`config.mk`:
```
export PLATFORM = sky130hd
export DESIGN_NAME = regfile_mp
export DESIGN_NICKNAME = d
export VERILOG_FILES = /design/src/rtl/regfile_mp.sv
export SDC_FILE = /design/constraint.sdc
export NUM_CORES = 1
export LEC_CHECK = 0
export CORE_UTILIZATION = 52
export DETAILED_ROUTE_END_ITERATION = 16
export PLACE_DENSITY = 0.7
export SLEW_MARGIN = 20
export SYNTH_ARGS = -nofsm -noshare
export SYNTH_HDL_FRONTEND = slang
export SYNTH_SLANG_ARGS = --single-unit
```
`constraint.sdc`:
```
create_clock -name clk -period 7.5 [get_ports clk]
set_clock_uncertainty 0.15 [all_clocks]
set_input_delay 2.25 -clock clk [delete_from_list [all_inputs] [get_ports clk]]
set_output_delay 2.25 -clock clk [all_outputs]
set_load 0.02 [all_outputs]
```
`src/rtl/regfile_mp.sv`:
```
// rtl/regfile_mp.sv - multi-port register file with post-reset clear sequencer and pending scoreboard
// Optional write-first read bypass: define REGFILE_WR_BYPASS_EN.
module regfile_mp #(
    parameter int XLEN    = 32,
    parameter int NREGS   = 32,
    parameter int NRPORTS = 2,
    localparam int AW     = $clog2(NREGS)
) (
    input  logic                    clk,
    input  logic                    reset,
    input  logic                    wr_en,
    input  logic [AW-1:0]           waddr,
    input  logic [XLEN-1:0]         wdata,
    input  logic [NRPORTS*AW-1:0]   raddr,
    output logic [NRPORTS*XLEN-1:0] rdata,
    output logic [NRPORTS-1:0]      rpend,
    input  logic                    iss_en,
    input  logic [AW-1:0]           iss_addr,
    output logic                    init_busy
);

    localparam logic [0:0] ST_CLEAR = 1'b0;
    localparam logic [0:0] ST_READY = 1'b1;

    logic [0:0]      state_q, state_d;
    logic [AW-1:0]   clr_ptr_q, clr_ptr_d;
    logic [NREGS-1:0] pend_q, pend_d;
    logic [XLEN-1:0] regs_q [NREGS];

    logic            rf_we;
    logic [AW-1:0]   rf_waddr;
    logic [XLEN-1:0] rf_wdata;
    logic            ready;

    assign ready     = !reset && (state_q == ST_READY);
    assign init_busy = !ready;

    always_comb begin
        state_d   = state_q;
        clr_ptr_d = clr_ptr_q;
        pend_d    = pend_q;
        rf_we     = 1'b0;
        rf_waddr  = waddr;
        rf_wdata  = wdata;
        if (state_q == ST_CLEAR) begin
            // x0 is never stored, so the sweep starts at 1 and ends at the top entry
            rf_we     = 1'b1;
            rf_waddr  = clr_ptr_q;
            rf_wdata  = '0;
            clr_ptr_d = clr_ptr_q + 1'b1;
            if (clr_ptr_q == AW'(NREGS - 1))
                state_d = ST_READY;
        end else begin
            if (wr_en && waddr != '0) begin
                rf_we          = 1'b1;
                pend_d[waddr]  = 1'b0;
            end
            // issue applied after writeback so a new producer wins over the old one
            if (iss_en && iss_addr != '0)
                pend_d[iss_addr] = 1'b1;
        end
        pend_d[0] = 1'b0;
    end

    always_ff @(posedge clk) begin
        if (reset) begin
            state_q   <= ST_CLEAR;
            clr_ptr_q <= AW'(1);
            pend_q    <= '0;
        end else begin
            state_q   <= state_d;
            clr_ptr_q <= clr_ptr_d;
            pend_q    <= pend_d;
        end
    end

    always_ff @(posedge clk) begin
        if (!reset && rf_we)
            regs_q[rf_waddr] <= rf_wdata;
    end

    always_comb begin
        rdata = '0;
        rpend = '0;
        for (int p = 0; p < NRPORTS; p++) begin
            if (ready && raddr[p*AW +: AW] != '0) begin
                rdata[p*XLEN +: XLEN] = regs_q[raddr[p*AW +: AW]];
                rpend[p]              = pend_q[raddr[p*AW +: AW]];
`ifdef REGFILE_WR_BYPASS_EN
                if (wr_en && waddr == raddr[p*AW +: AW]) begin
                    rdata[p*XLEN +: XLEN] = wdata;
                    rpend[p]              = iss_en && (iss_addr == raddr[p*AW +: AW]);
                end
`endif
            end
        end
    end

endmodule

```
Yosys cells after proc, flatten, opt, wreduce, memory -nomap -nowiden
Memory sizes are Yosys's and may differ from the RTL's.
Cells that the tools add are included.

storage, ports and cells
  register bits = 38
  latch bits = 0
  memory bits (writable) = 1024
  ROM bits = 0
  input bits = 56
  output and inout port bits = 67
  logic and storage cells = 53
  memories kept = 1

memory list
  name    words  width  rd ports  clocked after memory_dff  wr ports  RTL line  text
  regs_q  32     32     2         0                         1         28        logic [XLEN-1:0] regs_q [NREGS];

operators by class
  add/sub/neg operators = 1
  multiply operators = 0
  divide/modulo/power cells = 0
  order comparisons = 6
  equality and inequality tests = 1
  shift operators = 0
  multiplexer cells = 23
  bitwise logic cells = 3
  reduce and logical (&&, ||, !) cells = 14

operator list
  cell                                                 count
  two-way mux 32 bit                                   6
  AND 32 bit                                           1
  inverter 32 bit                                      1
  OR 32 bit                                            1
  < comparator 5 x 6 -> 1 bit, second input constant   4
  nonzero test 5 bit                                   4
  two-way mux 1 bit                                    12
  binary-select mux 1 bit (select 5 bit)               2
  demux 1 bit (select 5 bit)                           2
  >= comparator 5 x 1 -> 1 bit, second input constant  2
  logical AND 1 bit                                    8
  adder 5 x 1 -> 5 bit, second input constant          1
  equality test 5 bit, second input constant           1
  two-way mux 5 bit                                    1
  zero test 1 bit                                      2

Depth between registers and ports, before layout
Gate-level depths: netlist of the first run.

  depth in word-level cells = 10
  mapped depth = 9
  depth with buffers taken out = 5

Worst setup path before layout of the first run
Ideal clock, no wire load.

  kind = input to output
  start point = input raddr[6]
  end point = output rdata[37]
  arrival time = 3838 ps
  required time = 5100 ps
  path slack = 1262 ps
  cell stages on the path = 7
  buffers on the path = 4
  path through = buf_2 -> buf_6 -> buf_6 -> buf_2 -> mux4_2 -> nand2_1 -> o2111ai_1

between the ends
  longest elaborated chain between the ends = 3
  elaborated cells on any way between the ends = 4
  those cells by class = 1 x mux; 2 x reduce/logical; 1 x memory

ends and longest elaborated chain
  element                                                            RTL line  text
  start: declaration                                                 14        input logic [NRPORTS*AW-1:0] raddr,
  branches (longest 2 deep; another with memory read (32 x 32 bit))  n/a
  two-way mux 32 bit (*)                                             86        if (ready && raddr[p*AW +: AW] != '0) begin
  end: declaration                                                   15        output logic [NRPORTS*XLEN-1:0] rdata,

Mark *: on every way between the ends.

Worst setup path after layout of the first run
  start point = input raddr[3]
  end point = output rdata[13]

The elaborated chain is that of the path after synthesis.

==> results of run 1 <==
state kept, by name (all words and copies together) (netlist names):
signal / flops
regs_q: 1024
pend_q: 31
state_q: 1
clr_ptr_q: 5
power breakdown:
group	total (mW)	internal [mW]	switching, mW
combinational	0.959	0.411	0.548
sequential	6.49	6.46	0.0258
clock	5.48	3.14	2.34
stage by stage:
stage / utilization, % / instance area, um2 / total power [mW] / hold WS (ns)
5_1_grt: 60.49 / 57650 / 13.21 / 0.3741
3_3_place_gp: 56.69 / 54020 / 7.535 / 0.3402
3_5_place_dp: 56.71 / 54050 / 7.556 / 0.3445
6_report: 60.50 / 57650 / 12.93 / 0.3639
2_1_floorplan: - / 50140 / 7.196 / 0.3097
4_1_cts: 60.45 / 57610 / 12.93 / 0.3538
cell type report:
| cell class | instances | area [um2] |
|---|---|---|
| Sequential cell | 1061 | 31490 |
| Multi-Input combinational cell | 1727 | 17610 |
| Inverter | 3 | 11.26 |
| Fill cell | 6877 | 37640 |
| Clock inverter | 74 | 807.0 |
| Antenna cell | 1 | 2.502 |
| Tap cell | 1265 | 1583 |
| Timing Repair Buffer | 325 | 3388 |
| Clock buffer | 127 | 2753 |
cells by family (layout without fill, tap and decap cells):
logic type      count (synthesis)  count (layout)
fa+ha+maj                       2               2
xor+xnor                        2               2
flops                        1061            1061
other cells                     0               1
simple gates                  406             406
buf+inv                       259             529
mux                           795             795
compound gates                522             522
cells in the final DEF, fill, tap and decap left out, drive strengths merged, types with 48 or more instances in the layout:
cell type / instances
nand3: 137
a21oi: 83
buf: 227
mux4: 270
o2111ai: 64
edfxtp: 1024
nor2: 54
nand2: 100
clkbuf: 127
clkdlybuf4s50: 98
a22o: 65
a22oi: 257
clkinv: 48
mux2i: 519
routing by layer:
layer	share of wire, %	GRT usage (%)
met4	5.3	17.04
met3	11	6.987
met1	36	42.75
met2	48	52.99
met5	0.0049	0
synthesized netlist by cell type (3+ instances only):
master / count
buf_4: 37
nor2_1: 54
clkbuf_1: 98
inv_1: 3
nand3_1: 137
nand4_1: 4
buf_1: 10
dfxtp_1: 37
nor3b_1: 4
nor3_1: 3
buf_6: 28
o21ai_0: 38
mux2_2: 6
o2111ai_1: 64
a21oi_1: 83
a22o_1: 65
and3b_1: 3
buf_2: 82
mux2i_1: 519
a22oi_1: 257
nor2b_1: 28
nand2b_1: 10
nor4_1: 3
nand2_1: 100
or3_1: 3
edfxtp_1: 1024
and2_1: 38
mux4_2: 270
and3_1: 4
path summary, 6_finish.rpt:
| kind | end | slack, ns | cells after the start |
|---|---|---|---|
| max | rdata[13] | 0.05 | 6 |
| min | pend_q[16] | 0.36 | 2 |
| max reg2reg | regs_q[21][9] | 3.51 | 5 |
| min reg2reg | pend_q[16] | 0.36 | 2 |
critical path, delay by kind of cell:
kind                   cells  cell delay, ns
AOI/OAI and AO/OA          2            0.62
buffers and inverters      3            1.85
and+or+nand+nor            1            0.30
==> impl_metrics.env, run 1 <==
export IMPL_p_leak_nw=19.15
export IMPL_die_area_mm2=0.09768
export IMPL_post_place_cells=4379
export IMPL_gp_congestion=0.8987
export IMPL_clock_root_buffer="clkbuf_16"
export IMPL_fin_tns_setup_ns=0
export IMPL_async_flop_share_pct=0
export IMPL_synth_xor_area_share_pct=0.03493
export IMPL_ctsResizeCount=0
export IMPL_rows=113
export IMPL_wl_per_cell_um=35.57
export IMPL_cts_clk_slew_worst_paths_ns=0.06
export IMPL_fmax_ghz=0.1342
export IMPL_synth_simple_area_share_pct=4.085
export IMPL_cp_startpoint="raddr[3]"
export IMPL_hold_viol=0
export IMPL_syn_num_nets=3105
export IMPL_clock_path_buffers=3
export IMPL_finalCriticalPeriod_ns=7.452
export IMPL_synth_top_family_by_area="multiplexers"
export IMPL_antenna_found_initial=2
export IMPL_drtIter0Drc=4571
export IMPL_areaGrowthSynthToFinish_pct=14.97
export IMPL_wirelength_mm=163.0
export IMPL_cpMostUsedCell="clkdlybuf4s50_1"
export IMPL_syn_avg_cell_area_um2=16.46
export IMPL_yosys_area_top_type="edfxtp_1"
export IMPL_final_cell_count_no_fill=4583
export IMPL_cts_hold_buffers=0
export IMPL_dp_slack_ns=0.1413
export IMPL_cts_tree="built"
export IMPL_rr_startpoint="state_q"
export IMPL_post_cts_buffers=0
export IMPL_ant_nets=0
export IMPL_muxShareOfSynthArea_pct=22.62
export IMPL_drive_gt1_share_pct=22.07
export IMPL_max_slew_margin_pct=21.09
export IMPL_ir_drop_uv=168.3
export IMPL_rsz0062_at_grt="no"
export IMPL_synthTopCellsByArea="edfxtp_1, mux4_2, mux2i_1"
export IMPL_worstPathCellList="clkdlybuf4s50_1, and2_2, buf_4, a21oi_1, o2111ai_1, clkdlybuf4s50_1"
export IMPL_synth_top_flop_cell="edfxtp_1"
export IMPL_grt_max_degree=55
export IMPL_path_max_fanout=13
export IMPL_first_pass_iters=7
export IMPL_synth_seq_cells=1061
export IMPL_dieHeight_um=312.5
export IMPL_grt_first_pass_wirelength_mm=231.3
export IMPL_vias=32510
export IMPL_holdCritPathClass="flip-flop to flip-flop"
export IMPL_synth_fa_ha_area_share_pct=0.04991
export IMPL_yosysUniqueCellTypes=51
export IMPL_cts_max_level=3
export IMPL_core_area_mm2=0.09529
export IMPL_synth_area_mm2=0.05014
export IMPL_gr_total_overflow=0
export IMPL_drc=0
export IMPL_clock_sinks=1061
export IMPL_cpPeakStageDelay_ns=0.81
export IMPL_required_ns=5.10
export IMPL_cp_start_kind="primary input"
export IMPL_synth_compound_area_share_pct=7.561
export IMPL_worstHoldStart="pend_q[16]"
export IMPL_synth_top_cell_area_share_pct=61.32
export IMPL_syn_inst=3047
export IMPL_min_period_over_period_pct=99.36
export IMPL_cts_inserted_buffers=107
export IMPL_clkLatencyLatePin_ns=0.68
export IMPL_seq_area_frac_synth_pct=62.80
export IMPL_ios=123
export IMPL_start_util_pct=52.62
export IMPL_fin_ws_ns=0.04796
export IMPL_worst_pin_slew_ns=1.181
export IMPL_yosysWarnings=0
export IMPL_p_per_area_mw_per_mm2=224.3
export IMPL_max_cap_viol_count=0
export IMPL_dp_hpwl_mm=99.98
export IMPL_worstSetupPathType="primary input to output pin"
export IMPL_portBuffers=122
export IMPL_cp_end_kind="output pin"
export IMPL_routed_via_density=7.093
export IMPL_cp_slowest_cell="clkdlybuf4s50_1"
export IMPL_final_setup_viol_count=0
export IMPL_grt_pass1_vias=33170
export IMPL_die_x_um=312.5
export IMPL_finalMaxSlewViolations=0
export IMPL_track_usage_pct=33.06
export IMPL_crit_arrival_ns=5.05
export IMPL_outcome="complete, no violations"
export IMPL_nNetsFinal=3283
export IMPL_synth_edff_count=1024
Note: power is estimated with default switching activity, not from simulation.
==> run 2: changes to the inputs <==
--- a/config.mk
+++ b/config.mk
@@ -7,7 +7,8 @@
 export LEC_CHECK = 0
 export CORE_UTILIZATION = 52
 export DETAILED_ROUTE_END_ITERATION = 16
-export PLACE_DENSITY = 0.7
+export PLACE_DENSITY = 0.72
+export SKIP_LAST_GASP = 1
 export SLEW_MARGIN = 20
 export SYNTH_ARGS = -nofsm -noshare
 export SYNTH_HDL_FRONTEND = slang
==> constraint.sdc (replaced) <==
create_clock -name clk -period 6.81 [get_ports clk]
set_clock_uncertainty 0.15 [all_clocks]
set_input_delay 2.043 -clock clk [delete_from_list [all_inputs] [get_ports clk]]
set_output_delay 2.043 -clock clk [all_outputs]
set_load 0.02 [all_outputs]
==> run 2 against run 1 <==
Effect of this change:
- the flow now finishes with violations (negative setup slack)
- routed wire length shrank 2.5%
- via count grew 0.98%
- global-route usage shrank 0.96 points
- largest power group unchanged
- utilization grew 0.55 points
- critical endpoint is now rdata[19]
- combinational power grew 14%
==> impl_metrics.env, run 2 (same netlist as run 1, synthesis figures left out) <==
export IMPL_areaGrowthSynthToFinish_pct=16.01
export IMPL_required_ns=4.62
export IMPL_ios=123
export IMPL_routed_via_density=7.093
export IMPL_cts_hold_buffers=0
export IMPL_holdCritPathClass="flip-flop to flip-flop"
export IMPL_critPathBufInv=7
export IMPL_min_period_over_period_pct=101.0
export IMPL_fin_area_mm2=0.05817
export IMPL_clock_path_buffers=3
export IMPL_post_cts_buffers=0
export IMPL_worstSetupPathType="primary input to output pin"
export IMPL_cpMostUsedCell="buf_4"
export IMPL_core_area_mm2=0.09529
export IMPL_first_pass_iters=6
export IMPL_drtIter0Drc=4908
export IMPL_path_max_fanout=10
export IMPL_met1Wirelength_mm=57.96
export IMPL_hold_viol=0
export IMPL_antenna_found_initial=3
export IMPL_cts_clk_slew_worst_paths_ns=0.06
export IMPL_fmax_ghz=0.1453
export IMPL_cp_end_kind="output pin"
export IMPL_cp_start_kind="primary input"
export IMPL_final_setup_viol_count=2
export IMPL_finalMaxSlewViolations=0
export IMPL_portBuffers=122
export IMPL_start_util_pct=52.62
export IMPL_max_cap_viol_count=0
export IMPL_violations="negative setup slack"
export IMPL_dp_slack_ns=-0.09104
export IMPL_regMostFlops="regs_q"
export IMPL_clock_sinks=1061
export IMPL_cp_top_family="buffers and inverters"
export IMPL_wirelength_mm=158.9
export IMPL_drc=0
export IMPL_dpl_cell_area_mm2=0.05463
export IMPL_worstPathCellList="clkdlybuf4s50_1, buf_4, buf_4, nor4_1, buf_4, nor4_4, buf_12, nand2_1, o2111ai_1, buf_4, clkdlybuf4s50_1"
export IMPL_cts_tree="built"
export IMPL_worstHoldStart="pend_q[30]"
export IMPL_clkLatencyLatePin_ns=0.69
export IMPL_wl_met3_mm=17.81
export IMPL_min_delay_worst_endpoint="pend_q[30]"
export IMPL_p_per_area_mw_per_mm2=242.1
export IMPL_cts_max_level=3
export IMPL_grt_first_pass_wirelength_mm=226.7
export IMPL_p_leak_nw=19.96
export IMPL_cpPeakStageDelay_ns=0.60
export IMPL_max_slew_margin_pct=19.54
export IMPL_crit_arrival_ns=4.69
export IMPL_ir_drop_uv=211.5
export IMPL_nNetsFinal=3330
export IMPL_rr_startpoint="state_q"
export IMPL_rr_worst_depth=5
export IMPL_layout_common_cells="edfxtp_1, mux2i_1, mux4_2, a22oi_1, buf_4"
export IMPL_total_power_mw=14.08
export IMPL_worstHoldPathCells=2
export IMPL_r2r_slack_ns=2.85
export IMPL_track_usage_pct=32.10
export IMPL_rsz0062_at_grt="yes"
export IMPL_top_layer="met4"
export IMPL_wl_met2_mm=74.77
export IMPL_dp_hpwl_mm=100.3
export IMPL_outcome="complete, but fails checks"
export IMPL_clock_root_buffer="clkbuf_16"
export IMPL_cts_inserted_buffers=107
export IMPL_grt_pass1_vias=33070
export IMPL_fin_ws_ns=-0.07123
export IMPL_final_common_cell="edfxtp_1"
export IMPL_gp_congestion=0.9044
export IMPL_grt_max_degree=48
export IMPL_ant_nets=0
export IMPL_rows=113
export IMPL_wl_per_cell_um=34.33
export IMPL_reg2reg_to="regs_q[9][14]"
export IMPL_cp_slowest_cell="clkdlybuf4s50_1"
export IMPL_finalCriticalPeriod_ns=6.881
export IMPL_gr_total_overflow=0
export IMPL_vias=32830
export IMPL_die_area_mm2=0.09768
export IMPL_largest_reg_flops=1024
export IMPL_worst_pin_slew_ns=1.207
export IMPL_drive_gt1_share_pct=23.38
export IMPL_dieHeight_um=312.5
export IMPL_die_x_um=312.5
export IMPL_top_regs="regs_q: 1024 flops, pend_q: 31 flops, clr_ptr_q: 5 flops"
[run 2: changes by cell type in the layout (fill, tap and decap cells not counted), moves of 3 or more]
cell,delta
dlygate4sd2_1,+18
clkdlybuf4s50_1,-40
buf_12,+19
bufinv_16,-6
and2_2,+5
and2_1,-5
buf_4,+26
dlymetal6s2s_1,+25
clkbuf_1,-3
clkbuf_16,+3
clkinv_2,+6
[run 2: worst max-delay path by stage]
stage / to / start / cells past startpoint
CTS: rdata[12] / raddr[0] / 9
floorplan: rdata[37] / raddr[6] / 7
finish: rdata[19] / raddr[0] / 11
detailed placement: rdata[23] / reset / 7
global route: rdata[19] / raddr[0] / 11
global placement: rdata[21] / raddr[0] / 8
[run 2: layer usage]
layer | global-route usage (%) | up-vias
met5 | 0 | -
met4 | 15.67 | 0
met3 | 6.656 | 460
met2 | 50.65 | 2358
met1 | 42.72 | 16920
li1 | - | 13090
[run 2: worst reg2reg max path: cells and delay by family (launching register included)]
kind | cells | cell delay (ns)
and+or+nand+nor | 1 | 1.01
buffers and inverters | 2 | 0.92
DFF | 1 | 0.60
AOI/OAI and AO/OA | 1 | 0.56
muxes | 1 | 0.42
[run 2: report_power, final]
group	total [mW]	internal [mW]	switching, mW
clock network	5.84	3.31	2.53
registers	7.15	7.12	0.0294
logic	1.09	0.475	0.617
total	14.1	10.9	3.17
[run 2: area by class of cell]
cell class	instances	area, um2
tap	1265	1583
clock inverter	70	613.1
fill	6802	37120
sequential	1061	31490
antenna	1	2.502
multi-input combinational	1728	17640
inverter	3	11.26
timing repair buffer	371	3988
clock buffer	129	2844
[run 2: timing repair]
action | in CTS | in global routing
resized for setup | 21 | 26
cloned | 0 | 1
pin swaps | 1 | 1
endpoints found under the setup margin | 30 | 27
[run 2: metrics by stage]
step                      util [%]  instances  setup TNS [ns]  hold slack [ns]
after floorplan                  -       3047               0           0.3097
after global placement       57.33       4427         -0.9154           0.3323
after detailed placement     57.33       4427         -0.9424           0.3363
after CTS                    60.94       4626         -0.1995           0.3449
after global routing         61.04       4627         -0.1986           0.3670
final                        61.04       4628         -0.1214           0.3545
